--- config.mk ---
export PLATFORM = sky130hd
export DESIGN_NAME = lfsr_bist_sequencer_flat
export DESIGN_NICKNAME = d
export VERILOG_FILES = /design/src/rtl/memctrl_pkg.sv /design/src/rtl/lfsr_bist_sequencer_if.sv /design/src/rtl/lfsr16_gen.sv /design/src/rtl/lfsr_bist_sequencer.sv /design/src/flat_wrapper.sv
export SDC_FILE = /design/constraint.sdc
export NUM_CORES = 1
export LEC_CHECK = 0
export CORE_MARGIN = 2
export CORE_UTILIZATION = 46
export CTS_CLUSTER_SIZE = 20
export DETAILED_ROUTE_END_ITERATION = 10
export GPL_TIMING_DRIVEN = 0
export PLACE_DENSITY = 0.76
export SKIP_LAST_GASP = 1
export SLEW_MARGIN = 20
export SYNTH_ARGS = -nofsm -noshare
export SYNTH_HDL_FRONTEND = slang
export SYNTH_SLANG_ARGS = --single-unit
--- constraint.sdc ---
create_clock -name CLK -period 1.7 [get_ports CLK]
set_clock_uncertainty 0.15 [all_clocks]
set_input_delay 0.17 -clock CLK [delete_from_list [all_inputs] [get_ports CLK]]
set_output_delay 0.17 -clock CLK [all_outputs]
set_load 0.03 [all_outputs]
--- src/rtl/memctrl_pkg.sv ---
// rtl/memctrl_pkg.sv - shared BIST state encoding and 16-bit LFSR definition
package memctrl_pkg;

  typedef enum logic [2:0] {
    ST_IDLE,
    ST_WRITE,
    ST_RESEED,
    ST_READ,
    ST_DRAIN,
    ST_FIN
  } bist_state_e;

  localparam logic [15:0] LFSR_SEED = 16'h8000;
  // feedback taps at bits 15, 13, 12 and 10
  localparam logic [15:0] LFSR_TAPS = 16'hB400;

  function automatic logic [15:0] lfsr16_step(input logic [15:0] cur);
    return {cur[14:0], ^(cur & LFSR_TAPS)};
  endfunction

endpackage

--- src/rtl/lfsr_bist_sequencer_if.sv ---
// rtl/lfsr_bist_sequencer_if.sv - single-port SRAM bus between BIST sequencer and memory
interface lfsr_bist_sequencer_if #(
  parameter int ADDR_W = 4,
  parameter int DATA_W = 16
);
  logic              MEM_CS;
  logic              MEM_WE;
  logic [ADDR_W-1:0] MEM_ADDR;
  logic [DATA_W-1:0] MEM_WDATA;
  logic [DATA_W-1:0] MEM_RDATA;

  modport master (
    output MEM_CS,
    output MEM_WE,
    output MEM_ADDR,
    output MEM_WDATA,
    input  MEM_RDATA
  );

  modport slave (
    input  MEM_CS,
    input  MEM_WE,
    input  MEM_ADDR,
    input  MEM_WDATA,
    output MEM_RDATA
  );
endinterface

--- src/rtl/lfsr16_gen.sv ---
// rtl/lfsr16_gen.sv - 16-bit Fibonacci LFSR with load (priority) and step
module lfsr16_gen
  import memctrl_pkg::*;
#(
  parameter logic [15:0] INIT = LFSR_SEED
) (
  input  logic        CLK,
  input  logic        RST,
  input  logic        LOAD,
  input  logic        STEP,
  input  logic [15:0] SEED_IN,
  output logic [15:0] OUT
);

  always_ff @(posedge CLK or posedge RST) begin
    if (RST) begin
      OUT <= INIT;
    end else if (LOAD) begin
      OUT <= SEED_IN;
    end else if (STEP) begin
      OUT <= lfsr16_step(OUT);
    end
  end

endmodule

--- src/rtl/lfsr_bist_sequencer.sv ---
// rtl/lfsr_bist_sequencer.sv - LFSR write/read-compare memory BIST sequencer
module lfsr_bist_sequencer
  import memctrl_pkg::*;
#(
  parameter int          ADDR_W = 4,
  parameter int          DATA_W = 16,
  parameter logic [15:0] SEED   = LFSR_SEED
) (
  input  logic                 CLK,
  input  logic                 RST,
  input  logic                 START,
  input  logic                 ABORT,
  output logic                 BUSY,
  output logic                 DONE,
  output logic                 PASS,
  output logic [ADDR_W:0]      FAIL_CNT,
  output logic [ADDR_W-1:0]    FIRST_FAIL_ADDR,
  lfsr_bist_sequencer_if.master mem
);

  localparam logic [ADDR_W-1:0] ADDR_ONE = 1;
  localparam logic [ADDR_W:0]   CNT_ONE  = 1;

  bist_state_e       state_q, state_d;
  logic [ADDR_W-1:0] addr_q;
  logic [ADDR_W-1:0] cmp_addr_q;
  logic [DATA_W-1:0] exp_q;
  logic              cmp_v_q;
  logic [15:0]       lfsr_out;
  logic              lfsr_load, lfsr_step;
  logic              mem_cs, mem_we;
  logic              abort_hit;
  logic              miscmp;

  lfsr16_gen #(.INIT(SEED)) u_lfsr (
    .CLK     (CLK),
    .RST     (RST),
    .LOAD    (lfsr_load),
    .STEP    (lfsr_step),
    .SEED_IN (SEED),
    .OUT     (lfsr_out)
  );

  assign abort_hit = ABORT && (state_q != ST_IDLE);
  assign miscmp    = cmp_v_q && (mem.MEM_RDATA != exp_q);

  always_ff @(posedge CLK or posedge RST) begin
    if (RST) begin
      state_q <= ST_IDLE;
    end else begin
      state_q <= state_d;
    end
  end

  always_comb begin
    state_d   = state_q;
    lfsr_load = 1'b0;
    lfsr_step = 1'b0;
    mem_cs    = 1'b0;
    mem_we    = 1'b0;
    case (state_q)
      ST_IDLE: begin
        if (START && !ABORT) begin
          state_d   = ST_WRITE;
          lfsr_load = 1'b1;
        end
      end
      ST_WRITE: begin
        mem_cs    = 1'b1;
        mem_we    = 1'b1;
        lfsr_step = 1'b1;
        if (&addr_q) state_d = ST_RESEED;
      end
      ST_RESEED: begin
        lfsr_load = 1'b1;
        state_d   = ST_READ;
      end
      ST_READ: begin
        mem_cs    = 1'b1;
        lfsr_step = 1'b1;
        if (&addr_q) state_d = ST_DRAIN;
      end
      ST_DRAIN: state_d = ST_FIN;
      ST_FIN:   state_d = ST_IDLE;
      default:  state_d = ST_IDLE;
    endcase
    // the access already on the bus completes; only the next state is overridden
    if (abort_hit) state_d = ST_IDLE;
  end

  always_ff @(posedge CLK or posedge RST) begin
    if (RST) begin
      addr_q          <= '0;
      cmp_addr_q      <= '0;
      exp_q           <= '0;
      cmp_v_q         <= 1'b0;
      FAIL_CNT        <= '0;
      FIRST_FAIL_ADDR <= '0;
      PASS            <= 1'b0;
    end else if (abort_hit) begin
      addr_q  <= '0;
      cmp_v_q <= 1'b0;
      PASS    <= 1'b0;
    end else begin
      case (state_q)
        ST_IDLE: begin
          if (START && !ABORT) begin
            addr_q          <= '0;
            FAIL_CNT        <= '0;
            FIRST_FAIL_ADDR <= '0;
            PASS            <= 1'b0;
          end
        end
        ST_WRITE:  addr_q <= addr_q + ADDR_ONE;
        ST_RESEED: addr_q <= '0;
        ST_READ: begin
          exp_q      <= lfsr_out;
          cmp_v_q    <= 1'b1;
          cmp_addr_q <= addr_q;
          addr_q     <= addr_q + ADDR_ONE;
        end
        ST_DRAIN: cmp_v_q <= 1'b0;
        ST_FIN:   PASS <= (FAIL_CNT == '0);
        default: ;
      endcase
      if (miscmp) begin
        FAIL_CNT <= FAIL_CNT + CNT_ONE;
        if (FAIL_CNT == '0) FIRST_FAIL_ADDR <= cmp_addr_q;
      end
    end
  end

  assign BUSY          = (state_q != ST_IDLE);
  assign DONE          = (state_q == ST_FIN);
  assign mem.MEM_CS    = mem_cs;
  assign mem.MEM_WE    = mem_we;
  assign mem.MEM_ADDR  = mem_cs ? addr_q : '0;
  assign mem.MEM_WDATA = mem_we ? lfsr_out : '0;

endmodule

--- src/flat_wrapper.sv ---
// flat-port wrapper written by rule: the top's interface ports become plain ports
module lfsr_bist_sequencer_flat import memctrl_pkg::*;
#(
  parameter int          ADDR_W = 4,
  parameter int          DATA_W = 16,
  parameter logic [15:0] SEED   = LFSR_SEED
)
  (CLK, RST, START, ABORT, BUSY, DONE, PASS, FAIL_CNT, FIRST_FAIL_ADDR, mem_MEM_CS, mem_MEM_WE, mem_MEM_ADDR, mem_MEM_WDATA, mem_MEM_RDATA);
  lfsr_bist_sequencer_if #(.ADDR_W(ADDR_W), .DATA_W(DATA_W)) mem_i ();
  input  logic CLK;
  input  logic RST;
  input  logic START;
  input  logic ABORT;
  output logic BUSY;
  output logic DONE;
  output logic PASS;
  output logic [ADDR_W:0] FAIL_CNT;
  output logic [ADDR_W-1:0] FIRST_FAIL_ADDR;
  output wire logic [$bits(mem_i.MEM_CS)-1:0] mem_MEM_CS;
  output wire logic [$bits(mem_i.MEM_WE)-1:0] mem_MEM_WE;
  output wire logic [$bits(mem_i.MEM_ADDR)-1:0] mem_MEM_ADDR;
  output wire logic [$bits(mem_i.MEM_WDATA)-1:0] mem_MEM_WDATA;
  input wire logic [$bits(mem_i.MEM_RDATA)-1:0] mem_MEM_RDATA;
  assign mem_MEM_CS = mem_i.MEM_CS;
  assign mem_MEM_WE = mem_i.MEM_WE;
  assign mem_MEM_ADDR = mem_i.MEM_ADDR;
  assign mem_MEM_WDATA = mem_i.MEM_WDATA;
  assign mem_i.MEM_RDATA = mem_MEM_RDATA;
  lfsr_bist_sequencer #(.ADDR_W(ADDR_W), .DATA_W(DATA_W), .SEED(SEED)) u_core (.CLK(CLK), .RST(RST), .START(START), .ABORT(ABORT), .BUSY(BUSY), .DONE(DONE), .PASS(PASS), .FAIL_CNT(FAIL_CNT), .FIRST_FAIL_ADDR(FIRST_FAIL_ADDR), .mem(mem_i));
endmodule
==> flow_summary.ini <==
[synth]
synth_top_area_frac = 0.4965
netlist_area_mm2 = 0.002671
postSynth.asyncResetShare = 1.000
synth_edf_count = 0
synth_cells = 238
synth_ff_type = dfrtp_1
synthTopCellsByArea = dfrtp_1, xor2_1, mux2_2
synth_most_common_cell = dfrtp_1
avgSynthCellArea_um2 = 11.22
synth_nets = 261
yosysWarnings = 0
synth_top_area_cell = dfrtp_1
yosysUniqueCellTypes = 41
ys_ff_latch = 54
synthTopCellsByCount = dfrtp_1, nand2_1, xor2_1
seq_area_frac_synth = 0.5063

[routing]
first_pass_iters = 4
drcViolationCount = 0
drt_iter0_drc = 127
drt_wl_total_um = 6243
avgViaCountPerCell = 5.190
vias = 2045
wl_per_cell_um = 15.85
antenna_left = 0

[worst_setup_path]
critPathRequiredTime_ns = 1.76
crit_type = reg -> reg
crit_path_end_kind = flip-flop
cp.arrival_ns = 2.04
start_kind = flip-flop
path_max_fanout = 5

[sta]
fin_setup_tns_ns = -7.467
rsz0062_at_grt = yes
fin_crit_ns = 1.983
worst_pin_slew_ns = 0.6620
setup_violations = 47
layout_setup_ws_ns = -0.2834
clock.fmax_ghz = 0.5042
fin_crit_sh = 1.167
hold_viol_final = 0
drv_slew = 0
max_slew_margin = 0.5587

[clock_tree]
postCtsHoldBufs = 0
clock_path_buffers = 2
clkTransAtPathRegs_ns = 0.10
cts_tree = built
cts_root_buffer = clkbuf_8
htreeDepth = 2
cts.sink_count = 54
clock_latency_ns = 0.32
cts-buffers-inserted = 5

[layout]
diodes = 0
area_delta_synth_final_pct = 43.47
finalNetCount = 344
drive_gt1_frac = 0.3882
multi_input_area_mm2 = 0.001334
fill_cells = 428
layout.area.seq_mm2 = 0.001355
instances_no_fill = 394

[pwr]
powerDensity_mw_per_mm2 = 705.8
p_leak_nw = 1.908
irDropWorstVdd_mv = 0.5569

[die]
rows = 27
initial_core_util = 0.4792
dieWidth_um = 80.21
die_h_um = 80.21
core_mm2 = 0.005574
die_area_mm2 = 0.006433
ioPinCount = 54

[grt]
grt_pass1_wl_um = 9487
track_usage = 0.1945
grt_max_degree = 55
grt_pass1_vias = 1941
globalRouteOverflowTotal = 0
antenna_found_initial = 0

[min_path]
min_path_type = in -> async

[placement]
port_buffers = 53
dp.cells = 363
hpwl_um = 3869
finalWeightedCongestion = 0.7822

[outcome]
violations = setup timing
outcome = finished with violations

[job]
drv_cap = 0
## cell usage in the layout, fill, tap and decap left out, drive strengths merged, types with 11 or more instances in the layout
master	Yosys	routed
a22o	14	14
and2	19	19
buf	7	56
clkdlybuf4s50	0	20
dfrtp	53	53
inv	11	11
mux2	17	17
nand2	26	26
xor2	20	20
## per-stage QoR
stage	setup slack (ns)	hold WS [ns]	instance area [um^2]	total power, mW	utilization
2_1_floorplan	-0.06305	0.2092	2691	1.604	-
3_3_place_gp	-1.105	0.3381	3312	1.751	0.5942
3_5_place_dp	-0.7097	0.3465	3314	1.761	0.5946
4_1_cts	-0.1804	0.1721	3603	2.672	0.6465
5_1_grt	-0.4150	0.2004	3832	2.808	0.6875
6_report	-0.2834	0.1476	3832	2.705	0.6875
## critical path: stages (launching register included)
cell and delay, ns:
dfrtp_1 0.41, xor2_1 0.17, nor4_1 0.39, nand4_1 0.23
and3_1 0.25, buf_6 0.13, mux2i_2 0.15
## final cells by class
class | count | area share
sequential | 54 | 0.3536
multi-input combinational | 161 | 0.3480
timing repair buffer | 77 | 0.2037
buffer | 11 | 0.02938
tap | 72 | 0.02351
clock buffer | 5 | 0.01796
inverter | 11 | 0.01208
clock inverter | 3 | 0.01175
## registers in the layout (all words and copies together) (netlist names)
signal	cells
u_core.cmp_v_q	1
u_core.u_lfsr.OUT	16
u_core.FAIL_CNT	5
u_core.FIRST_FAIL_ADDR	4
u_core.addr_q	4
u_core.cmp_addr_q	4
u_core.PASS	1
u_core.exp_q	16
u_core.state_q	3
## timing repair
item	CTS	global route
hold endpoints to repair	0	0
pin swaps	9	10
gates resized for setup	205	37
setup endpoints to repair	54	59
gates cloned	1	1
setup buffers	9	13
## cells by family (layout without fill, tap and decap cells)
kind of cell	count (synthesis)	after routing	synth area share
buf+inv	23	107	0.04122
mux	26	26	0.1054
simple gates	74	74	0.1607
xor+xnor	24	24	0.07869
fa+ha+maj	3	3	0.01405
compound gates	34	34	0.09368
flops	54	54	0.5063
## per-layer routing
layer,global-route usage,vias to the layer above,wire [um]
li1,-,980,-
met1,0.2396,998,2543
met2,0.3283,52,3280
met3,0.03820,15,255
met4,0.08983,0,163
met5,0,-,0
## power breakdown
group	switching, mW	internal, mW
sequential	0.0653	1.33
clock	0.440	0.438
combinational	0.217	0.211
total	0.722	1.98
## final timing paths
check / depth (start not counted) / slack [ns] / to / startpoint
max: 6 / -0.28 / u_core.FAIL_CNT[3] / u_core.exp_q[10]
min: 2 / 0.15 / u_core.cmp_addr_q[1] / RST
max reg2reg: 6 / -0.28 / u_core.FAIL_CNT[3] / u_core.exp_q[10]
min reg2reg: 1 / 0.36 / u_core.exp_q[6] / u_core.exp_q[6]
max in group asynchronous: 2 / 0.78 / u_core.state_q[0] / RST
min in group CLK: 1 / 0.36 / u_core.exp_q[6] / u_core.exp_q[6]
Note: power is estimated with default switching activity, not from simulation.
